## src/rtl/prc_copy.sv

```systemverilog
// prc_copy -- copies one PRC frame from the system-RAM framebuffer to the LCD.
//
// Every page starts with three command bytes (page address 0xB0|page, then
// column high 0x10 and column low 0x00). These are followed by COLUMNS display
// bytes. Each display byte is fetched with a held read request, latched on
// mem_ack, and then written to the LCD as data (a0=1).
//
// Optional feature: define PRC_COPY_INVERT_EN to add an 'invert' input. It is
// sampled together with start, and when it is set every display byte of that
// frame is written bit-inverted. With the macro undefined there is no invert
// port and bytes are copied unmodified.
//
// Timing with zero-wait memory and a permanently ready LCD:
//   - each page costs 3 command cycles plus 3 cycles per byte;
//   - the 3 cycles per byte are: read issue, read acknowledge, LCD data write;
//   - one further DONE cycle follows the last write.
module prc_copy #(
    parameter logic [23:0] FB_BASE = 24'h001000,
    parameter int          COLUMNS = 96,
    parameter int          PAGES   = 8
) (
    input  logic        clk,
    input  logic        reset,
    input  logic        start,
`ifdef PRC_COPY_INVERT_EN
    input  logic        invert,
`endif
    output logic        busy,
    output logic        done,
    output logic [23:0] mem_address,
    output logic        mem_read,
    input  logic        mem_ack,
    input  logic [7:0]  mem_data_in,
    input  logic        lcd_ready,
    output logic        lcd_write,
    output logic        lcd_a0,
    output logic [7:0]  lcd_data
);

    // Copy sequencer states
    localparam logic [2:0] S_IDLE     = 3'd0;
    localparam logic [2:0] S_PAGE_CMD = 3'd1;
    localparam logic [2:0] S_COLH_CMD = 3'd2;
    localparam logic [2:0] S_COLL_CMD = 3'd3;
    localparam logic [2:0] S_RD_REQ   = 3'd4;
    localparam logic [2:0] S_WR_DATA  = 3'd5;
    localparam logic [2:0] S_DONE     = 3'd6;

    // LCD command opcodes
    localparam logic [7:0] CMD_PAGE = 8'hB0;
    localparam logic [7:0] CMD_COLH = 8'h10;
    localparam logic [7:0] CMD_COLL = 8'h00;

    // Terminal counter values, narrowed to the counter widths
    localparam logic [6:0] LAST_COL  = 7'(COLUMNS - 1);
    localparam logic [2:0] LAST_PAGE = 3'(PAGES - 1);

    logic [2:0]  r_state;
    logic [2:0]  r_page;
    logic [6:0]  r_col;
    logic        r_mem_read;
    logic [23:0] r_mem_address;
    logic [7:0]  r_byte;
    logic [23:0] w_rd_address;
    logic [7:0]  w_out_byte;
    logic        w_ack_take;
    logic        w_last_col;
    logic        w_last_page;
`ifdef PRC_COPY_INVERT_EN
    logic        r_invert;
`endif

    // Framebuffer address of the current (page, column), kept in 24 bits
    assign w_rd_address = FB_BASE
                        + (24'(r_page) * 24'(COLUMNS))
                        + 24'(r_col);

    // An acknowledge only counts while our own request is outstanding,
    // so a stray or late mem_ack after a reset is ignored.
    assign w_ack_take  = (r_state == S_RD_REQ) && r_mem_read && mem_ack;

    assign w_last_col  = (r_col == LAST_COL);
    assign w_last_page = (r_page == LAST_PAGE);

    // Byte presented on the LCD bus during a data write
`ifdef PRC_COPY_INVERT_EN
    assign w_out_byte = r_invert ? ~r_byte : r_byte;
`else
    assign w_out_byte = r_byte;
`endif

    // Sequencer: state, page/column counters and the held read request
    always_ff @(posedge clk) begin
        if (reset) begin
            r_state       <= S_IDLE;
            r_page        <= 3'd0;
            r_col         <= 7'd0;
            r_mem_read    <= 1'b0;
            r_mem_address <= 24'd0;
`ifdef PRC_COPY_INVERT_EN
            r_invert      <= 1'b0;
`endif
        end else begin
            case (r_state)
                S_IDLE: begin
                    // start is only looked at here, so a request while busy is dropped
                    if (start) begin
                        r_page  <= 3'd0;
                        r_col   <= 7'd0;
`ifdef PRC_COPY_INVERT_EN
                        r_invert <= invert;
`endif
                        r_state <= S_PAGE_CMD;
                    end
                end
                S_PAGE_CMD: begin
                    if (lcd_ready) begin
                        r_state <= S_COLH_CMD;
                    end
                end
                S_COLH_CMD: begin
                    if (lcd_ready) begin
                        r_state <= S_COLL_CMD;
                    end
                end
                S_COLL_CMD: begin
                    if (lcd_ready) begin
                        r_state <= S_RD_REQ;
                    end
                end
                S_RD_REQ: begin
                    // First cycle raises the request with a registered address.
                    // Address and request then stay frozen until the acknowledge arrives.
                    if (!r_mem_read) begin
                        r_mem_read    <= 1'b1;
                        r_mem_address <= w_rd_address;
                    end else if (mem_ack) begin
                        r_mem_read <= 1'b0;
                        r_state    <= S_WR_DATA;
                    end
                end
                S_WR_DATA: begin
                    if (lcd_ready) begin
                        if (!w_last_col) begin
                            r_col   <= r_col + 7'd1;
                            r_state <= S_RD_REQ;
                        end else if (!w_last_page) begin
                            r_col   <= 7'd0;
                            r_page  <= r_page + 3'd1;
                            r_state <= S_PAGE_CMD;
                        end else begin
                            r_state <= S_DONE;
                        end
                    end
                end
                S_DONE: begin
                    r_state <= S_IDLE;
                end
                default: begin
                    r_state <= S_IDLE;
                end
            endcase
        end
    end

    // Read-data holding register; pure datapath, so it carries no reset
    always_ff @(posedge clk) begin
        if (w_ack_take) begin
            r_byte <= mem_data_in;
        end
    end

    // Output decode. The LCD strobe is gated directly by lcd_ready, so it can
    // never fire while the LCD is not ready. mem_read is low in every state
    // that writes to the LCD.
    always_comb begin
        busy      = (r_state != S_IDLE);
        done      = (r_state == S_DONE);
        lcd_write = 1'b0;
        lcd_a0    = 1'b0;
        lcd_data  = 8'h00;
        case (r_state)
            S_PAGE_CMD: begin
                lcd_write = lcd_ready;
                lcd_data  = CMD_PAGE | {5'b00000, r_page};
            end
            S_COLH_CMD: begin
                lcd_write = lcd_ready;
                lcd_data  = CMD_COLH;
            end
            S_COLL_CMD: begin
                lcd_write = lcd_ready;
                lcd_data  = CMD_COLL;
            end
            S_WR_DATA: begin
                lcd_write = lcd_ready;
                lcd_a0    = 1'b1;
                lcd_data  = w_out_byte;
            end
            default: begin
                lcd_write = 1'b0;
            end
        endcase
    end

    assign mem_read    = r_mem_read;
    assign mem_address = r_mem_address;

endmodule

```

## config.mk

```make
export PLATFORM = sky130hd
export DESIGN_NAME = prc_copy
export DESIGN_NICKNAME = d
export VERILOG_FILES = /design/src/rtl/prc_copy.sv
export SDC_FILE = /design/constraint.sdc
export NUM_CORES = 1
export LEC_CHECK = 0
export BUFFER_PORTS_ARGS = -buffer_cell sky130_fd_sc_hd__buf_2
export CORE_MARGIN = 5
export CORE_UTILIZATION = 45
export DETAILED_ROUTE_END_ITERATION = 12
export PLACE_DENSITY = 0.75
export SETUP_SLACK_MARGIN = 0.2
export SLEW_MARGIN = 20
export SYNTH_ARGS = -nofsm -noshare
export SYNTH_HDL_FRONTEND = slang
export SYNTH_SLANG_ARGS = --single-unit
```

## constraint.sdc

```tcl
create_clock -name clk -period 2.43 [get_ports clk]
set_clock_uncertainty 0.1 [all_clocks]
set_input_delay 0.486 -clock clk [delete_from_list [all_inputs] [get_ports clk]]
set_output_delay 0.486 -clock clk [all_outputs]
set_load 0.1 [all_outputs]
```

# Yosys cells after proc, flatten, opt, wreduce, memory -nomap -nowiden
# Cells that the tools add are included.
[totals] ff_bits=46 in_bits=13 out_inout_bits=37 elab_cells=65
[classes] addsub=4 n_mul=1 eq_ne=18 mux=25 n_bitwise=1 n_reduce_logical=10
[op_table] cell="two-way mux 3 bit" count=13
[op_table] cell="two-way mux 7 bit" count=4
[op_table] cell="one-hot mux 8 bit (3 select lines)" count=1
[op_table] cell="!= test 2 bit (second input constant)" count=9
[op_table] cell="one-hot mux 3 bit (6 select lines)" count=1
[op_table] cell="adder 14 x 7 -> 15 bit" count=1
[op_table] cell="adder 13 x 10 -> 14 bit (first input constant)" count=1
[op_table] cell="one-hot mux 7 bit (2 select lines)" count=1
[op_table] cell="equality test 3 bit (second input constant)" count=4
[op_table] cell="adder 7 x 1 -> 7 bit (second input constant)" count=1
[op_table] cell="equality test 7 bit (second input constant)" count=1
[op_table] cell="AND reduction 7 bit" count=1
[op_table] cell="equality test 3 x 2 -> 1 bit (second input constant)" count=2
[op_table] cell="one-hot mux 3 bit (2 select lines)" count=1
[op_table] cell="multiplier 3 x 2 -> 5 bit (second input constant)" count=1
[op_table] cell="AND reduction 5 bit" count=1
[op_table] cell="two-way mux 1 bit" count=4
[op_table] cell="AND reduction 4 bit" count=1
[op_table] cell="OR reduction 4 bit" count=1
[op_table] cell="adder 3 x 1 -> 3 bit (second input constant)" count=1
[op_table] cell="equality test 3 x 1 -> 1 bit (second input constant)" count=1
[op_table] cell="zero test 3 bit" count=1
[op_table] cell="!= test 3 bit (second input constant)" count=1
[op_table] cell="nonzero test 3 bit" count=1
[op_table] cell="other kinds (4)" count=5

# Longest topological paths before layout
# Gate-level depths: netlist of run 1.
[logic_depth] depth_word=5 depth_mapped=7 ltp_nobuf=7

# Worst setup path after synthesis of run 1
# No wires, ideal clock.
[synth_timing] kind="register to output" from="reg r_state[2]" to="out lcd_data[4]" t_arrival_ns=2.914 required_time_ns=1.844 setup_slack_ns=-1.070 stages_incl_launch_ff=4 path_buffers=2 cell_sequence="dfxtp_1 buf_2 buf_1 o31ai_1"
[synth_via] elab_chain_len=2 elab_cells_between_ends=4 classes_between="eq/ne: 3; mux: 1"
[synth_lines] element="from (decl)" line="58" text="logic [2:0] r_state;"
[synth_lines] element="from (signal assigned)" line="95" text="r_state <= S_IDLE;"
[synth_lines] element="from (signal assigned)" line="113" text="r_state <= S_PAGE_CMD;"
[synth_lines] element="from (signal assigned)" line="118" text="r_state <= S_COLH_CMD;"
[synth_lines] element="equality test 3 bit (tied with other cells)" line="182" text="case (r_state)"
[synth_lines] element="one-hot mux 8 bit (3 select lines) (*)" line="182"
[synth_lines] element="to (decl)" line="37" text="output logic [7:0] lcd_data"
# Mark *: on every way between the ends. The rest lies on a longest branch, timed or not.

# Worst setup path after layout of run 1
[layout_timing] from="reg r_state[2]" to="out lcd_data[6]"
# The elaborated chain is that of the path after synthesis.

==> out/qor.yml, run 1 <==
outcome: "finished clean"
critPathSlowestCell: "dfxtp_2"
vias_per_cell: 5.30
tritoncts: "done"
dr.pass1.iters: 4
min_period_over_period_pct: 87.7
drcViolationCount: 0
worstPathCellList: "buf_6 -> nand3b_1 -> clkinvlp_4 -> and2_4 -> buf_12"
vias: 1602
place_area_um2: 2250
fin_area_um2: 2360
grt_pass1_vias: 1394
rsz0062_at_grt: "false"
start_util_pct: 46.7
grt.total_usage_pct: 15.5
layout_commonest_cell: "nand2_1"
holdBufCountCts: 0
netlist_instances: 215
grt_max_degree: 23
critPathLaunchType: "flop"
intPower_uw: 872
core_um2: 4000
wl_per_cell_um: 13.2
synth-seq-area-share_pct: 40.7
synth_edf_count: 8
p_leak_uw: 0.000935
hold_path_depth: 1
synth_area_leaders: "dfxtp_1 28%, edfxtp_1 13%, a21oi_1 6.7%, nand2_1 5.6%, buf_4 4.8%"
yosysWarnings: 0
port-buffer-count: 37
final_cell_mix: "27 x nand2_1, 26 x buf_2, 24 x dfxtp_1"
gp_congestion: 0.926
busiest_layer: "met2"
cts.sinks: 34
hold_violations: 0
crit_buf_inv: 3
antenna_found_initial: 0
grt_pass1_wl_um: 6490
met1_usage_pct: 19.4
cts_setup_buffers: 0
dieHeight_um: 74.5
cp_top_family: "buffers and inverters"
whs_endpoint: "r_byte[2]"
fp.dieW_um: 74.5
fin_nets: 273
crit_path_end_kind: "output pin"
synth_top_flop_cell: "dfxtp_1"
clk_pin_slew_worst_paths_ns: 0.07
dr.first_iter.drc_count: 90
holdCritPathClass: "input port to flop"
seqPwrFrac_pct: 44.9
finalSetupTns_ns: 0
cts.path.max_buffers: 2
vdd.ir_drop.worst_v: 0.000502
required_ns: 1.84
worst_pin_slew_ns: 0.546
fin_ws_ns: 0.299
maxSlewHeadroom_pct: 63.4
rr_endpoint: "r_page[0]"
holdWs_ns: 0.269
wl_um: 3980
synth-seq-cells: 34
slowest_delay_ns: 0.42
io_pins: 50
std_cell_rows: 23
syn_area_per_cell_um2: 8.69
syn_area_um2: 1870
synth.distinct_cells: 49
pre_cts_ws_ns: 0.191
pwr-share-clk_pct: 33.7
fin_total_pwr_uw: 1320
ys_async_sr_fraction_pct: 0
grt_util_met3_pct: 5.14
grt_use_met2_pct: 24.4
dp_hpwl_um: 2930
cts-htree-levels: 2
power_density_nw_per_um2: 557
finalSetupViolations: 0
slew_viol_final: 0
cts_root_buf: "clkbuf_8"
min_from: "mem_data_in[2]"
synth_top_area_share_pct: 27.8
r2r.worst_path.cells: 5
ff2ff_setup_slack_ns: 0.31
worstPathArrival_ns: 1.55
switching_share_pct: 33.8
fmax_ghz: 0.469
grt_overflow_total: 0
diodes: 0
area_delta_synth_final_pct: 26.4
ant_nets: 0
dieArea_um2: 5540
p_sw_uw: 446
yosysTopAreaCell: "dfxtp_1"
cts_made_buffers: 5
r2r-start: "r_col[0]"
max_cap_viol_count: 0
insertion_delay_ns: 0.29
drive_above_1_share_pct: 29.4
path_class: "flop to output pin"
comb_power_share_pct: 21.4
cp_max_fo: 11
period_minus_slack_ns: 2.13
-- flip-flops by register name (all words and copies together), names as in the netlist --
signal,count
r_col,7
r_page,3
r_byte,8
mem_read,1
r_state,3
mem_address,12
-- kinds of logic after synthesis --
group                      synth area share, %
and+or+nand+nor                           23.6
AOI/OAI and AO/OA                         15.1
DFF                                       40.7
buffers and inverters                     9.97
adders and majority gates                 6.83
muxes                                     2.21
xor gates and xnor gates                  1.41
other                                    0.201
-- worst max path at each step --
| stage | startpoint | endpoint | slack (ns) | cells past startpoint |
|---|---|---|---|---|
| floorplan | r_state[1] | lcd_data[5] | 0.16 | 4 |
| global placement | start | r_page[0] | 0.26 | 5 |
| detailed placement | start | r_page[0] | 0.19 | 5 |
| CTS | r_state[2] | lcd_write | 0.21 | 5 |
| global route | r_col[0] | r_page[0] | 0.20 | 5 |
| finish | r_state[2] | lcd_data[6] | 0.30 | 5 |
-- worst reg2reg max path: stages, from the launching register on --
cell and delay [ns]:
dfxtp_1 0.36, ha_1 0.27, and3b_1 0.25, and4_1 0.35
nor3_2 0.31, mux2_2 0.37
-- metrics by stage --
stage | util, % | cells
after floorplan | - | 226
final | 59.1 | 302
after global routing | 59.1 | 302
after global placement | 56.3 | 294
after CTS | 58.8 | 302
after detailed placement | 56.3 | 294
-- layout make-up --
class	count	area, um2
clock buffers	6	82.6
fillers	361	1640
clock inverters	2	11.3
multi-input cells	159	1040
flip-flops and latches	34	763
repair buffers	42	367
inverters	9	37.5
well taps	50	62.6
-- timing repair --
item,in CTS,in global routing
pin swaps,0,0
gates resized for setup,3,4
endpoints found under the setup margin,6,5
-- power groups by stage --
| stage | Combinational [uW] | Clock (uW) | Sequential (uW) |
|---|---|---|---|
| after global placement | 276 | 0 | 603 |
| after floorplan | 251 | 0 | 605 |
| after detailed placement | 278 | 0 | 604 |
| after global routing | 295 | 481 | 592 |
| after CTS | 281 | 454 | 591 |
| final | 283 | 444 | 591 |
-- metal layers --
layer	share of wire (%)	wire, um
met4	1.8	70
met1	43	1710
met5	0	0
met3	8.3	330
met2	47	1880
-- cells in the mapped netlist, types with 2 or more instances --
| cell | n |
|---|---|
| nand2_1 | 28 |
| dfxtp_1 | 26 |
| a21oi_1 | 25 |
| nor2_1 | 16 |
| buf_4 | 12 |
| inv_1 | 9 |
| edfxtp_1 | 8 |
| nand3_1 | 8 |
| clkbuf_1 | 7 |
| ha_1 | 7 |
| o31ai_1 | 6 |
| nor3_1 | 4 |
| o21ai_0 | 4 |
| mux2i_1 | 3 |
| nand4_1 | 3 |
| nor2b_1 | 3 |
| or3_1 | 3 |
| a211oi_1 | 2 |
| and2_1 | 2 |
| and3_1 | 2 |
| buf_2 | 2 |
| buf_6 | 2 |
| fa_1 | 2 |
| nand2b_1 | 2 |
| nand3b_1 | 2 |
| nand4b_1 | 2 |
| or4_1 | 2 |
| xor2_1 | 2 |
(Power assumes the default switching activity.)
==> run 2: changes to the inputs <==
RECOVER_POWER = 100   (was unset)
==> run 2 against run 1 <==
Wire length shrank 0.15%; critical endpoint unchanged; die area is the same; final area shrank 2.8%; sequential power is essentially flat; cell count is the same; via count grew 0.12%; non-clock buffer count is the same; power shrank 0.16%; hold slack is essentially flat; utilization shrank 1.7 points; first-iteration DRC count is the same; clock power is essentially flat.
==> out/qor.yml, run 2 (synthesis results as in run 1) <==
outcome: "finished clean"
antenna_found_initial: 0  # unchanged
rsz0062_at_grt: "false"
min_from: "mem_data_in[2]"
whs_endpoint: "r_byte[2]"
final_cell_mix: "27 x nand2_1, 25 x dfxtp_1, 24 x a21oi_1"
cts_root_buf: "clkbuf_8"
switching_share_pct: 34.0  # +0.12 points
slew_viol_final: 0  # unchanged
r2r-start: "r_state[2]"
min_period_over_period_pct: 92.3  # +4.5 points
dp_hpwl_um: 2930  # unchanged
grt.total_usage_pct: 15.5  # unchanged
maxSlewHeadroom_pct: 22.2  # -41 points
seqPwrFrac_pct: 45.0  # about the same
dp.cells: 294  # unchanged
drive_above_1_share_pct: 23.0  # -6.3 points
largest_reg_flops: 12  # unchanged
period_minus_slack_ns: 2.24  # +0.110 ns
pwr-share-clk_pct: 33.8  # about the same
clk_pin_slew_worst_paths_ns: 0.07  # about the same
start_util_pct: 46.7  # unchanged
wl_per_cell_um: 13.2  # -0.15%
vias_per_cell: 5.31  # +0.12%
dieHeight_um: 74.5  # unchanged
layout_commonest_cell: "nand2_1"
cts.path.max_buffers: 2  # unchanged
dr.first_iter.drc_count: 90  # unchanged
power_density_nw_per_um2: 573  # +2.7%
intPower_uw: 869  # -0.34%
path_class: "flop to output pin"
cp_max_fo: 11  # unchanged
finalSetupTns_ns: 0  # unchanged
vias: 1604  # +0.12%
area_delta_synth_final_pct: 22.9
crit_path_end_kind: "output pin"
crit_buf_inv: 3  # unchanged
finalSetupViolations: 0  # unchanged
port-buffer-count: 37  # unchanged
fmax_ghz: 0.446  # -4.9%
dr.pass1.iters: 4  # unchanged
worstPathArrival_ns: 1.66  # +0.11 ns
insertion_delay_ns: 0.29  # about the same
grt_overflow_total: 0  # unchanged
worstPathCellList: "buf_6 -> nand3b_1 -> clkinvlp_4 -> and2_4 -> buf_12"
fp.dieW_um: 74.5  # unchanged
rr_endpoint: "r_byte[5]"
hold_path_depth: 1  # unchanged
required_ns: 1.84  # about the same
gp_congestion: 0.926  # unchanged
cts_setup_buffers: 0  # unchanged
critPathSlowestCell: "dfxtp_1"
tritoncts: "done"
fin_total_pwr_uw: 1320  # -0.16%
comb_power_share_pct: 21.2  # -0.2 points
grt_pass1_wl_um: 6490  # unchanged
grt_pass1_vias: 1394  # unchanged
worst_pin_slew_ns: 1.17  # +0.626 ns
diodes: 0  # unchanged
ff2ff_setup_slack_ns: 0.25  # -0.06 ns
final_cells: 302  # unchanged
r2r.worst_path.cells: 4  # -1
drcViolationCount: 0  # unchanged
core_um2: 4000  # unchanged
critPathLaunchType: "flop"
std_cell_rows: 23  # unchanged
slowest_delay_ns: 0.51  # +0.09 ns
ant_nets: 0  # unchanged
cp_top_family: "buffers and inverters"
io_pins: 50  # unchanged
cts.sinks: 34  # unchanged
grt_max_degree: 23  # unchanged
wl_um: 3980  # -0.15%
cts-htree-levels: 2  # unchanged
pre_cts_ws_ns: 0.191  # unchanged
cts_made_buffers: 5  # unchanged
hold_violations: 0  # unchanged
vdd.ir_drop.worst_v: 0.000499  # -0.61%
p_leak_uw: 0.000866  # -7.4%
holdCritPathClass: "input port to flop"
max_cap_viol_count: 0  # unchanged
n_fill_cell: 373  # +3.3%
p_sw_uw: 447  # +0.20%
fin_nets: 273  # unchanged
fin_ws_ns: 0.188  # -0.110 ns
dieArea_um2: 5540  # unchanged
==> run 2: changes by cell type in the layout (fill, tap and decap cells not counted), sizes merged <==
| cell | change |
|---|---|
| buf | -17 |
| clkbuf | +17 |
==> run 2: worst max path at each step <==
stage                     cells past startpoint  slack (ns)  startpoint           to
after floorplan                               4        0.16  r_state[1]  lcd_data[5]
after CTS                                     5        0.21  r_state[2]    lcd_write
after global routing                          5        0.11  r_state[2]  lcd_data[6]
after global placement                        5        0.26       start    r_page[0]
final                                         5        0.19  r_state[2]  lcd_data[6]
after detailed placement                      5        0.19       start    r_page[0]
==> run 2: per-stage QoR <==
step / utilization, % / instance area, um2 / hold WS, ns
floorplan: - / 1990 / 0.362
global placement: 56.3 / 2250 / 0.338
detailed placement: 56.3 / 2250 / 0.340
CTS: 58.8 / 2350 / 0.258
global route: 57.4 / 2300 / 0.253
finish: 57.4 / 2300 / 0.269
==> run 2: what timing repair did <==
action / CTS / global route
resized for setup: 3 / 4
endpoints found under the setup margin: 6 / 5
pin swaps: 0 / 0
hold buffers: 0 / 0
==> run 2: layout make-up <==
cell class              count  area, um2  area share (%)
clock buffers               6       82.6            3.59
clock inverters             2       11.3           0.490
inverters                   9       37.5            1.63
multi-input cells         159       1040            45.1
flip-flops and latches     34        762            33.2
well taps                  50       62.6            2.72
repair buffers             42        305            13.3
==> run 2: power groups by stage <==
stage | clock network, uW | logic, uW | registers (uW)
finish | 445 | 279 | 591
global route | 481 | 291 | 592
CTS | 454 | 281 | 591
detailed placement | 0 | 278 | 604
global placement | 0 | 276 | 603
floorplan | 0 | 251 | 605
==> run 2: routing by layer <==
layer  global-route usage (%)  wire [um]  up-vias
met5                        0          0        -
li1                         -          -      803
met2                     24.4       1920       46
met1                     19.4       1690      748
met4                     6.52         70        0
met3                     5.14        300        7
==> run 3: changes to the inputs <==
PLACE_DENSITY = 0.71   (was 0.75)
==> run 3 against run 2 <==
Wire length grew 3.0%; power shrank 3.1%; highest routed layer unchanged; die area is the same; sequential power is essentially flat; combinational power is essentially flat; worst setup slack lost 0.0013 ns.
==> out/qor.yml, run 3 (synthesis results as in run 1) <==
required_ns: 1.84  # about the same
grt_pass1_vias: 1557  # +12%
max_cap_viol_count: 0  # unchanged
worstPathArrival_ns: 1.66  # about the same
gp_congestion: 0.916  # -1.1%
fmax_ghz: 0.446  # about the same
grt_max_degree: 23  # unchanged
final_cell_mix: "28 x nand2_1, 25 x dfxtp_1, 23 x a21oi_1"
vdd.ir_drop.worst_v: 0.000326  # -35%
clk_pin_slew_worst_paths_ns: 0.07  # about the same
place_area_um2: 2250  # unchanged
grt_overflow_total: 0  # unchanged
io_pins: 50  # unchanged
drive_above_1_share_pct: 22.2  # -0.79 points
dp_hpwl_um: 2950  # +0.73%
fp.dieW_um: 74.5  # unchanged
dp.cells: 294  # unchanged
finalSetupTns_ns: 0  # unchanged
std_cell_rows: 23  # unchanged
area_delta_synth_final_pct: 21.5
tritoncts: "done"
holdBufCountCts: 0  # unchanged
fin_area_um2: 2270  # -1.1%
diodes: 0  # unchanged
slew_viol_final: 0  # unchanged
n_fill_cell: 396  # +6.2%
cp_max_fo: 10  # -1
outcome: "finished clean"
finalSetupViolations: 0  # unchanged
critPathLaunchType: "flop"
final_cells: 302  # unchanged
cts_root_buf: "clkbuf_8"
layout_commonest_cell: "nand2_1"
cts-htree-levels: 2  # unchanged
cts.path.max_buffers: 2  # unchanged
dr.pass1.iters: 4  # unchanged
grt.total_usage_pct: 16.3  # +0.85 points
wl_per_cell_um: 13.6  # +3.0%
rsz0062_at_grt: "true"
dr.first_iter.drc_count: 153  # +70%
drcViolationCount: 0  # unchanged
antenna_found_initial: 0  # unchanged
p_leak_uw: 0.000853  # -1.5%
final_core_util_pct: 56.8  # -0.66 points
core_um2: 4000  # unchanged
vias: 1582  # -1.4%
maxSlewHeadroom_pct: 22.1  # -0.090 points
fin_total_pwr_uw: 1270  # -3.1%
fin_nets: 273  # unchanged
period_minus_slack_ns: 2.24  # +0.00134 ns
largest_reg_flops: 12  # unchanged
start_util_pct: 46.7  # unchanged
vias_per_cell: 5.24  # -1.4%
hold_violations: 0  # unchanged
min_period_over_period_pct: 92.3  # about the same
insertion_delay_ns: 0.29  # about the same
port-buffer-count: 37  # unchanged
worst_pin_slew_ns: 1.17  # +0.00135 ns
cts_made_buffers: 5  # unchanged
path_class: "flop to output pin"
power_density_nw_per_um2: 561  # -2.0%
wl_um: 4100  # +3.0%
ant_nets: 0  # unchanged
crit_path_end_kind: "output pin"
cts.sinks: 34  # unchanged
holdCritPathClass: "input port to flop"
dieHeight_um: 74.5  # unchanged
grt_pass1_wl_um: 6890  # +6.2%
dieArea_um2: 5540  # unchanged
==> run 3: stage by stage <==
stage / worst slack (ns) / hold WS, ns
global placement: 0.268 / 0.339
finish: 0.187 / 0.264
global route: 0.106 / 0.249
floorplan: 0.164 / 0.362
CTS: 0.208 / 0.256
detailed placement: 0.211 / 0.341
==> run 3: what timing repair did <==
| item | 4_1_cts | 5_1_grt |
|---|---|---|
| setup buffers | 0 | 0 |
| endpoints found under the setup margin | 4 | 7 |
| gates resized for setup | 2 | 5 |
| cloned | 0 | 0 |
==> run 3: final cells by class <==
type	count	area (um2)	share of cell area (%)
clock buffers	6	72.6	3.20
clock inverters	2	8.76	0.386
inverters	9	35.0	1.54
multi-input cells	159	1040	45.7
flip-flops and latches	34	762	33.6
well taps	50	62.6	2.75
repair buffers	42	293	12.9
==> run 3: critical path, stage by stage (launching register included) <==
cell and delay [ns]:
dfxtp_1 0.39, inv_1 0.20, nand2_1 0.28, nor2_4 0.17, clkbuf_4 0.33
==> run 3: path summary, 6_finish.rpt <==
kind / from / to / slack [ns] / cells after the start
hold reg to reg: mem_address[7] / mem_address[7] / 0.35 / 2
hold / removal: mem_data_in[1] / r_byte[1] / 0.26 / 1
setup reg to reg: r_col[0] / r_page[0] / 0.34 / 5
setup / recovery: r_state[1] / lcd_data[2] / 0.19 / 4
==> run 3: metal layers <==
metal / share of wire (%) / track usage, % / vias up
met4: 2.1 / 9.09 / 0
met5: 0 / 0 / -
met2: 48 / 26.0 / 40
met3: 6.1 / 5.54 / 10
li1: - / - / 797
met1: 43 / 19.2 / 735
==> run 3: power breakdown <==
group | leakage (uW) | switching [uW] | internal, uW
Sequential | 0.000282 | 7.55 | 583
Combinational | 0.000528 | 223 | 58.2
Clock | 0.0000426 | 206 | 197
